## src/rtl/flash_read_arbiter.sv

```systemverilog
// Round-robin arbiter sharing one SPI flash read controller between instruction fetch
// (port 0) and data load (port 1), with a one-entry last-read buffer and a read watchdog.
module flash_read_arbiter #(
  parameter int unsigned TIMEOUT  = 1023,
  parameter bit          CACHE_EN = 1'b1
) (
  input  logic        clkout,
  input  logic        rst,
  input  logic        req0_i,
  input  logic [15:0] addr0_i,
  input  logic        req1_i,
  input  logic [15:0] addr1_i,
  input  logic        invalidate_i,
  output logic        ack0_o,
  output logic        ack1_o,
  output logic [31:0] rdata_o,
  output logic        err_o,
  output logic [15:0] fl_addr_o,
  output logic        fl_read_en_o,
  input  logic [31:0] fl_data_i,
  input  logic        fl_valid_i,
  input  logic        fl_busy_i,
  output logic [1:0]  dbg_state_o
);

  // Handshake: a requester raises reqN_i with a stable addrN_i and holds both until it
  // sees the one-cycle ackN_o that qualifies rdata_o/err_o; no grant is made while an ack shows.

  localparam int unsigned CW = (TIMEOUT < 2) ? 1 : $clog2(TIMEOUT + 1);
  localparam logic [CW-1:0] TO_VAL     = CW'(TIMEOUT);
  localparam logic [CW-1:0] ISSUE_LAST = CW'(1);

  typedef enum logic [1:0] {
    S_IDLE    = 2'd0,
    S_ISSUE   = 2'd1,
    S_WAIT    = 2'd2,
    S_RESPOND = 2'd3
  } state_t;

  state_t r_state;
  state_t w_next;

  logic          r_rr;
  logic          r_port;
  logic [15:0]   r_addr;
  logic [CW-1:0] r_tcnt;
  logic [15:0]   r_fl_addr;

  logic          r_buf_valid;
  logic [15:0]   r_buf_addr;
  logic [31:0]   r_buf_data;

  logic [31:0]   r_resp_data;
  logic          r_resp_err;
  logic          r_ack0;
  logic          r_ack1;
  logic [31:0]   r_rdata;
  logic          r_err;

  logic          w_any_req;
  logic          w_ack_prev;
  logic          w_gnt_port;
  logic [15:0]   w_gnt_addr;
  logic          w_hit;

  logic          w_grant;
  logic          w_to_flash;
  logic          w_cap_ok;
  logic          w_cap_err;
  logic          w_respond;
  logic          w_read_en;

  assign w_any_req  = req0_i | req1_i;
  assign w_ack_prev = r_ack0 | r_ack1;
  // With both requesting the rr pointer decides; otherwise the lone requester wins.
  assign w_gnt_port = (req0_i & req1_i) ? r_rr : req1_i;
  assign w_gnt_addr = w_gnt_port ? addr1_i : addr0_i;
  assign w_hit      = CACHE_EN && r_buf_valid && (w_gnt_addr == r_buf_addr) && !invalidate_i;

  always_ff @(posedge clkout) begin
    if (rst) begin
      r_state <= S_IDLE;
    end else begin
      r_state <= w_next;
    end
  end

  always_comb begin
    w_next     = r_state;
    w_grant    = 1'b0;
    w_to_flash = 1'b0;
    w_cap_ok   = 1'b0;
    w_cap_err  = 1'b0;
    w_respond  = 1'b0;
    w_read_en  = 1'b0;
    case (r_state)
      S_IDLE: begin
        if (w_any_req && !w_ack_prev) begin
          if (w_hit) begin
            w_grant = 1'b1;
            w_next  = S_RESPOND;
          end else if (!fl_busy_i) begin
            // A busy controller is still draining a timed-out read: hold off the grant.
            w_grant    = 1'b1;
            w_to_flash = 1'b1;
            w_next     = S_ISSUE;
          end
        end
      end
      S_ISSUE: begin
        // Two-cycle enable so the controller's registered edge detect cannot miss it.
        w_read_en = 1'b1;
        if (r_tcnt == ISSUE_LAST) begin
          w_next = S_WAIT;
        end
      end
      S_WAIT: begin
        if (fl_valid_i) begin
          w_cap_ok = 1'b1;
          w_next   = S_RESPOND;
        end else if (r_tcnt == TO_VAL) begin
          w_cap_err = 1'b1;
          w_next    = S_RESPOND;
        end
      end
      S_RESPOND: begin
        w_respond = 1'b1;
        w_next    = S_IDLE;
      end
      default: begin
        w_next = S_IDLE;
      end
    endcase
  end

  always_ff @(posedge clkout) begin
    if (rst) begin
      r_rr      <= 1'b0;
      r_port    <= 1'b0;
      r_addr    <= '0;
      r_fl_addr <= '0;
      r_tcnt    <= '0;
    end else begin
      if (w_grant) begin
        r_port <= w_gnt_port;
        r_addr <= w_gnt_addr;
        r_rr   <= ~w_gnt_port;
      end
      if (w_to_flash) begin
        r_fl_addr <= w_gnt_addr;
        r_tcnt    <= '0;
      end else if (r_state == S_ISSUE || r_state == S_WAIT) begin
        r_tcnt <= r_tcnt + ISSUE_LAST;
      end
    end
  end

  always_ff @(posedge clkout) begin
    if (rst) begin
      r_resp_data <= '0;
      r_resp_err  <= 1'b0;
      r_ack0      <= 1'b0;
      r_ack1      <= 1'b0;
      r_rdata     <= '0;
      r_err       <= 1'b0;
    end else begin
      if (w_grant && !w_to_flash) begin
        r_resp_data <= r_buf_data;
        r_resp_err  <= 1'b0;
      end
      if (w_cap_ok) begin
        r_resp_data <= fl_data_i;
        r_resp_err  <= 1'b0;
      end
      if (w_cap_err) begin
        r_resp_data <= '1;
        r_resp_err  <= 1'b1;
      end
      r_ack0 <= w_respond & ~r_port;
      r_ack1 <= w_respond & r_port;
      if (w_respond) begin
        r_rdata <= r_resp_data;
        r_err   <= r_resp_err;
      end
    end
  end

  // Only good flash data fills the buffer; invalidate beats a same-cycle fill.
  always_ff @(posedge clkout) begin
    if (rst) begin
      r_buf_valid <= 1'b0;
      r_buf_addr  <= '0;
      r_buf_data  <= '0;
    end else begin
      if (invalidate_i) begin
        r_buf_valid <= 1'b0;
      end else if (w_cap_ok) begin
        r_buf_valid <= 1'b1;
      end
      if (w_cap_ok) begin
        r_buf_addr <= r_addr;
        r_buf_data <= fl_data_i;
      end
    end
  end

  assign ack0_o       = r_ack0;
  assign ack1_o       = r_ack1;
  assign rdata_o      = r_rdata;
  assign err_o        = r_err;
  assign fl_addr_o    = r_fl_addr;
  assign fl_read_en_o = w_read_en;
  assign dbg_state_o  = r_state;

endmodule

```

## config.mk

```make
export PLATFORM = sky130hd
export DESIGN_NAME = flash_read_arbiter
export DESIGN_NICKNAME = d
export VERILOG_FILES = /design/src/rtl/flash_read_arbiter.sv
export SDC_FILE = /design/constraint.sdc
export NUM_CORES = 1
export LEC_CHECK = 0
export ABC_CLOCK_PERIOD_IN_PS = 7800
export BUFFER_PORTS_ARGS = -buffer_cell sky130_fd_sc_hd__buf_4
export CAP_MARGIN = 15
export CORE_MARGIN = 4
export CORE_UTILIZATION = 45
export CTS_CLUSTER_DIAMETER = 100
export DETAILED_ROUTE_END_ITERATION = 16
export PLACE_DENSITY_LB_ADDON = 0.1
export SYNTH_ARGS = -nofsm -noshare
export SYNTH_HDL_FRONTEND = slang
export SYNTH_SLANG_ARGS = --single-unit
```

## constraint.sdc

```tcl
create_clock -name clkout -period 7.8 [get_ports clkout]
set_clock_uncertainty 0.05 [all_clocks]
set_input_delay 1.95 -clock clkout [delete_from_list [all_inputs] [get_ports clkout]]
set_output_delay 1.95 -clock clkout [all_outputs]
set_load 0.01 [all_outputs]
```

==> results of run 1 <==
stage by stage:
step,total power [mW],setup slack [ns],area (µm²),utilization (%),cells
2_1_floorplan,1.269,3.592,7041,-,754
3_3_place_gp,1.417,2.218,8079,52.95,1043
3_5_place_dp,1.427,2.063,8079,52.95,1043
4_1_cts,2.214,2.482,8635,56.59,1074
5_1_grt,2.301,2.079,8642,56.64,1075
6_report,2.198,2.427,8642,56.64,1075
power by group:
group          internal (mW)  switching [mW]
sequential             0.910          0.0463
clock                  0.461           0.325
combinational          0.201           0.255
critical path, cell delays in order:
cell,delay [ns]
buf_4,0.12
nor2b_1,0.20
nor2_2,0.65
mux2i_1,0.28
a2111oi_0,0.60
nand4_1,0.90
a21oi_1,0.76
o211a_1,0.21
cell usage in the layout (no fill, tap or decap), types with 2 or more instances in the layout:
| cell | count |
|---|---|
| dfxtp_1 | 163 |
| buf_4 | 131 |
| nor2_1 | 81 |
| a21oi_1 | 78 |
| mux2i_1 | 73 |
| nand2_1 | 49 |
| nor2b_1 | 34 |
| inv_1 | 30 |
| a211oi_1 | 20 |
| mux2_1 | 20 |
| clkbuf_16 | 17 |
| nor3_1 | 14 |
| xnor2_1 | 13 |
| o211a_1 | 11 |
| and2_1 | 11 |
| a221oi_1 | 9 |
| o211ai_1 | 9 |
| mux2_4 | 9 |
| xor2_1 | 8 |
| and3_1 | 6 |
| nand3_1 | 5 |
| o22ai_1 | 5 |
| nand4_1 | 5 |
| ha_1 | 5 |
| o21ai_0 | 4 |
| clkinv_2 | 4 |
| a2111oi_0 | 3 |
| mux2_2 | 3 |
| clkbuf_8 | 3 |
| clkinvlp_4 | 3 |
| or4_1 | 2 |
| a222oi_1 | 2 |
| a22oi_1 | 2 |
| nand3b_1 | 2 |
| nor4_1 | 2 |
| a31oi_1 | 2 |
| clkbuf_1 | 2 |
logic make-up (layout without fill, tap and decap cells):
kind of cell	Yosys count	after routing	share of synthesized area (%)
compound gates	156	156	14.47
xor+xnor	21	21	2.612
fa+ha+maj	6	6	1.066
buf+inv	84	194	4.887
flops	163	163	46.35
mux	105	105	15.98
simple gates	219	219	14.64
synth_stat cells (11+ instances only):
| master | n |
|---|---|
| dfxtp_1 | 163 |
| nor2_1 | 81 |
| a21oi_1 | 78 |
| mux2i_1 | 73 |
| nand2_1 | 49 |
| clkbuf_1 | 35 |
| nor2b_1 | 34 |
| inv_1 | 30 |
| a211oi_1 | 20 |
| mux2_1 | 20 |
| nor3_1 | 15 |
| xnor2_1 | 13 |
| and2_1 | 12 |
| buf_1 | 11 |
| o211a_1 | 11 |
routing by layer:
| metal | routed length [µm] | up-vias |
|---|---|---|
| met2 | 8289 | 188 |
| met4 | 384 | 0 |
| met5 | 0 | - |
| met1 | 8059 | 2667 |
| li1 | - | 2818 |
| met3 | 1091 | 38 |
state kept, by name (all words and copies together) (netlist names):
name,flops
r_buf_data,32
r_resp_data,32
rdata_o,32
fl_addr_o,16
r_addr,16
r_buf_addr,16
r_tcnt,10
dbg_state_o,2
ack0_o,1
ack1_o,1
err_o,1
r_buf_valid,1
r_port,1
r_resp_err,1
r_rr,1
final cells by class:
type                            instances  area share, %
Clock inverter                          9         0.9411
Inverter                               32          1.390
Timing Repair Buffer                  131          11.38
Multi-Input combinational cell        507          39.99
Tap cell                              211          3.055
Sequential cell                       163          37.76
Clock buffer                           22          5.487
how the worst max path moves through the flow:
stage,startpoint,to,slack [ns],cells past startpoint
floorplan,req0_i,r_resp_data[10]$_SDFFE_PP0P_,3.59,9
global placement,req0_i,r_addr[10]$_SDFFE_PP0P_,2.22,8
detailed placement,req0_i,r_addr[7]$_SDFFE_PP0P_,2.06,8
CTS,req0_i,r_addr[7]$_SDFFE_PP0P_,2.48,8
global route,req0_i,r_addr[2]$_SDFFE_PP0P_,2.08,8
finish,req0_i,r_addr[4]$_SDFFE_PP0P_,2.43,8
==> impl_results.md, run 1 <==
* Gr usage total at 19.93%
* M2 GR Usage at 32.65%
* Largest net degree at the start of global routing at 72
* Hold/Removal Path Class: reg -> reg
* Initial antenna violation count at 0
* GRT busiest layer: met2
* YS warnings at 0
* Actual slew at the worst max-slew pin at 1.179 ns
* Crit path kind: in -> reg
* PwrDens at 254.3 nW/µm²
* Yosys top cell by area: dfxtp_1
* RSZ-0062 raised after global routing: false
* Most common flop cell mapped by yosys: dfxtp_1
* CTS Sinks at 163
* Number of CTS-inserted buffers at 17
* Max IR drop VDD at about 140 µV
* Post-synth EDFFs at 0
* Area Growth Syn to Fin at 22.75%
* Syn Inst Count at roughly 750
* Top cells by area, synth: dfxtp_1 (46%), mux2i_1 (10%), a21oi_1 (5.5%)
* Post-Syn Area at 7041 µm²
* First-pass GRT wire length at about 29 mm
* Slew Limit Fails at 0
* Register area share after synthesis at roughly 46%
* Tmin final at roughly 5.4 ns
* Final setup violation count at 0
* Via Count at 5711
* Placer Congestion at between 1 and 1.5
* Syn Area/Cell at around 9.3 µm²
* R2R setup slack at 3.77 ns
* Worst hold slack at 0.4024 ns
* Multi-input logic area at 3456 µm²
* Ant. Diodes at 0
* Critical Path Fanout Max at 20
* Max_cap viols at 0
* Via/cell ratio at 5.313
* Port buffer count at 124
* Drt drc at 0
* Fmax at 0.1861 GHz
* Clock latency on the worst-skew pair at 0.42 ns
* DR pass1 iterations at 7
* TritonCTS clock tree: built
* Initial cell density of the core at 46.14%
* Core Region at 15260 µm²
* Setup Buffers After CTS at 0
* Final ANT Viol Nets at 0
* Status: finished, final reports clean
* Num rows at 45
* Post-synth top area share at 46.35%
* Hold endpoint: r_buf_addr[6]$_SDFFE_PP0P_
* Leakage Power at 3.543 nW
* Final nets at around 930
* Reg2reg end: r_addr[4]$_SDFFE_PP0P_
* Fillers at 1358
* Final hold violation count at 0
* Clock tree buffer depth at 2
* Share of cells above drive strength 1 at 21.06%
* CP required at 8.11 ns
* Final wirelength at 17.82 mm
* Slew headroom at 21.40%
* Clock transition at the registers of the reported paths at 0.06 ns
* Synth Net Count at 831
* WP data arrival at ~5.7 ns
* Share of synthesized registers carrying an async set or reset at 0%
* Worst r2r path cells at 7
* DR WL/cell at 16.58 µm
* Worst Setup End Kind: flop
* H-Tree Depth at 4
* Die H at ~130 µm
* Die ar. at 17710 µm²
* Post-CTS Resized at 0
* CTS Hold Buffers Added at 0
* Met3 usage at ~5.7%
* IO Count at 125
* CTS root buf: clkbuf_16
* Remaining global-route overflow at 0
* Hold path start: r_addr[6]$_SDFFE_PP0P_
* Initial DRC Count at 394
* Met1 GRT Util at between 20 and 30%
* Final setup TNS at 0 ns
* Type of origin of the critical path: input pin
* Vias in the first global route at roughly 5500
* #FFs+latches synth at 163
* Netlist cell types at 55
* Reg area at 3263 µm²
* Detailed Place HPWL at 12.26 mm
* Hold depth at 2
* Die W at 133.1 µm
* Period utilization at between 60% and 70%
* Reg-to-reg startpoint: r_rr$_SDFFE_PP0P_
Power figures use the tool's default switching activity.
==> inputs of run 2 (changes only) <==
--- a/config.mk
+++ b/config.mk
@@ -5,7 +5,7 @@
 export SDC_FILE = /design/constraint.sdc
 export NUM_CORES = 1
 export LEC_CHECK = 0
-export ABC_CLOCK_PERIOD_IN_PS = 7800
+export ABC_CLOCK_PERIOD_IN_PS = 5590
 export BUFFER_PORTS_ARGS = -buffer_cell sky130_fd_sc_hd__buf_4
 export CAP_MARGIN = 15
 export CORE_MARGIN = 4
==> constraint.sdc (replaced) <==
create_clock -name clkout -period 5.59 [get_ports clkout]
set_clock_uncertainty 0.05 [all_clocks]
set_input_delay 1.3975 -clock clkout [delete_from_list [all_inputs] [get_ports clkout]]
set_output_delay 1.3975 -clock clkout [all_outputs]
set_load 0.01 [all_outputs]
==> run 2 against run 1 <==
Net effect: worst hold slack got worse by 0.0055 ns; clock power rose by 42%; first-iteration DRC count grew 11%; flip-flop and latch count unchanged; design area up 0.35%; largest cell class unchanged; wire length fell by 1.4%.
==> impl_results.md, run 2 (synthesis gave the netlist of run 1 again) <==
* H-Tree Depth at 4 (unchanged)
* Worst Setup End Kind: flop
* Seq pwr share at 43.0% (-0.5 points)
* Die W at 133.1 µm (unchanged)
* Area Growth Syn to Fin at 23.17%
* Clock power frac at 36.1% (+0.3 points)
* Vias in the first global route at 5617 (+1.6%)
* Final nets at 932 (+0.32%)
* Port buffer count at 124 (unchanged)
* Clock transition at the registers of the reported paths at 0.06 ns (about the same)
* R2R setup slack at 1.96 ns (-1.81 ns)
* CTS Sinks at 163 (unchanged)
* Reg-to-reg startpoint: r_rr$_SDFFE_PP0P_
* Clock latency on the worst-skew pair at 0.42 ns (about the same)
* Via Count at 5770 (+1.0%)
* Reg2reg end: r_tcnt[1]$_SDFFE_PP0P_
* Core Region at 15260 µm² (unchanged)
* Die ar. at 17710 µm² (unchanged)
* Hold path start: r_addr[9]$_SDFFE_PP0P_
* Final WS setup at 1.187 ns (-1.240 ns)
* CTS Hold Buffers Added at 0 (unchanged)
* Ant. Diodes at 0 (unchanged)
* Slew Limit Fails at 0 (unchanged)
* RSZ-0062 raised after global routing: false
* Power Internal at 2.238 mW (+42%)
* WP data arrival at 4.65 ns (-1.03 ns)
* Post-CTS Resized at 0 (unchanged)
* Die H at 133.1 µm (unchanged)
* First-pass GRT wire length at 28.97 mm (+1.1%)
* Status: finished, final reports clean
* Period utilization at between 70% and 80%
* Comb pwr share at 20.8% (about the same)
* Hold/Removal Path Class: reg -> reg
* Hold endpoint: r_buf_addr[9]$_SDFFE_PP0P_
* Largest net degree at the start of global routing at 110 (+53%)
* Critical Path Fanout Max at 16 (-20%)
* Via/cell ratio at 5.362 (+0.94%)
* Post-place setup slack at 0.7776 ns (-1.286 ns)
* Leakage Power at 3.563 nW (+0.56%)
* Initial DRC Count at 436 (+11%)
* Share of cells above drive strength 1 at 20.92% (-0.14 points)
* Drt drc at 0 (unchanged)
* Switching pwr at 0.8583 mW (+37%)
* Final setup TNS at 0 ns (unchanged)
* CTS root buf: clkbuf_16
* Final wirelength at 17.58 mm (-1.4%)
* Num rows at 45 (unchanged)
* Final hold violation count at 0 (unchanged)
* Detailed Place HPWL at 12.39 mm (+1.1%)
* Max_cap viols at 0 (unchanged)
* Worst r2r path cells at 9 (+2)
* Slew headroom at 29.81% (+8.4 points)
* Leading cell type in the layout, fill and taps excluded: dfxtp_1
* Fillers at 1345 (-0.96%)
* DR pass1 iterations at 5 (-2)
* Setup Buffers After CTS at 0 (unchanged)
* Initial antenna violation count at 0 (unchanged)
* Final ANT Viol Nets at 0 (unchanged)
* PwrDens at 357.0 nW/µm² (+40%)
* TritonCTS clock tree: built
* Switching share of total power at 27.72% (-0.79 points)
* Tmin final at approximately 4.4 ns
* Hold depth at 2 (unchanged)
* IO Count at 125 (unchanged)
* Gr usage total at 19.95% (about the same)
* Actual slew at the worst max-slew pin at 1.053 ns (-0.1262 ns)
* Number of CTS-inserted buffers at 17 (unchanged)
* CP required at 5.84 ns (-2.27 ns)
* Crit path kind: in -> reg
* Final setup violation count at 0 (unchanged)
* Max IR drop VDD at 199.9 µV (+43%)
* Most frequent cells in the layout: dfxtp_1 (163), buf_4 (133), nor2_1 (81)
* Fmax at around 0.23 GHz
* Placer Congestion at 0.9559 (-5.9%)
* DR WL/cell at 16.34 µm (-1.4%)
* Clock tree buffer depth at 2 (unchanged)
* Initial cell density of the core at 46.14% (unchanged)
* Remaining global-route overflow at 0 (unchanged)
* Type of origin of the critical path: input pin
run 2: changes by cell type in the layout (fill, tap and decap cells not counted), sizes merged:
cell,change
clkinv,-3
clkinvlp,-2
clkbuf,+2
buf,+3
bufinv,+1
run 2: cell type report:
type,count,area [µm²],area share [%]
Timing Repair Buffer,134,1010,11.64
Tap cell,211,264.0,3.044
Multi-Input combinational cell,507,3456,39.85
Sequential cell,163,3263,37.63
Clock buffer,24,481.7,5.555
Clock inverter,5,77.57,0.8945
Inverter,32,120.1,1.385
run 2: how the worst max path moves through the flow:
stage | depth (start not counted) | start | end
2_1_floorplan | 9 | req0_i | r_resp_data[10]$_SDFFE_PP0P_
3_3_place_gp | 9 | req0_i | r_tcnt[1]$_SDFFE_PP0P_
3_5_place_dp | 9 | req0_i | r_tcnt[1]$_SDFFE_PP0P_
4_1_cts | 9 | req0_i | r_tcnt[1]$_SDFFE_PP0P_
5_1_grt | 10 | req0_i | r_tcnt[1]$_SDFFE_PP0P_
6_report | 10 | req0_i | r_tcnt[1]$_SDFFE_PP0P_
run 2: metal layers:
metal | track usage (%) | vias to the layer above | routed length (µm)
met5 | 0 | - | 0
met4 | 6.640 | 0 | 380
met3 | 5.361 | 26 | 1230
met2 | 31.94 | 205 | 8046
met1 | 26.14 | 2718 | 7925
li1 | - | 2821 | -
run 2: power by group through the flow:
| stage | Clock (mW) | Combinational (mW) | Sequential (mW) |
|---|---|---|---|
| after floorplan | 0 | 0.415 | 1.36 |
| after CTS | 1.14 | 0.642 | 1.33 |
| after global routing | 1.19 | 0.717 | 1.34 |
| after global placement | 0 | 0.622 | 1.35 |
| after detailed placement | 0 | 0.639 | 1.36 |
| final | 1.12 | 0.644 | 1.33 |
run 2: through the flow:
step	instances	utilization (%)	instance area [µm²]	power, mW	hold WS, ns
after floorplan	754	-	7041	1.771	0.3782
after global placement	1045	53.05	8094	1.973	0.3863
after detailed placement	1045	53.05	8094	1.997	0.3960
after CTS	1074	56.71	8653	3.115	0.4006
after global routing	1076	56.83	8672	3.249	0.4187
final	1076	56.83	8672	3.096	0.3968
run 2: critical path, stage by stage:
cell and delay (ns):
buf_4 0.12, nor2b_1 0.20, nor2_2 0.63, mux2i_1 0.29, a2111oi_0 0.58, and4_1 0.61
nor3_2 0.10, buf_6 0.18, buf_4 0.18, a2111oi_0 0.34
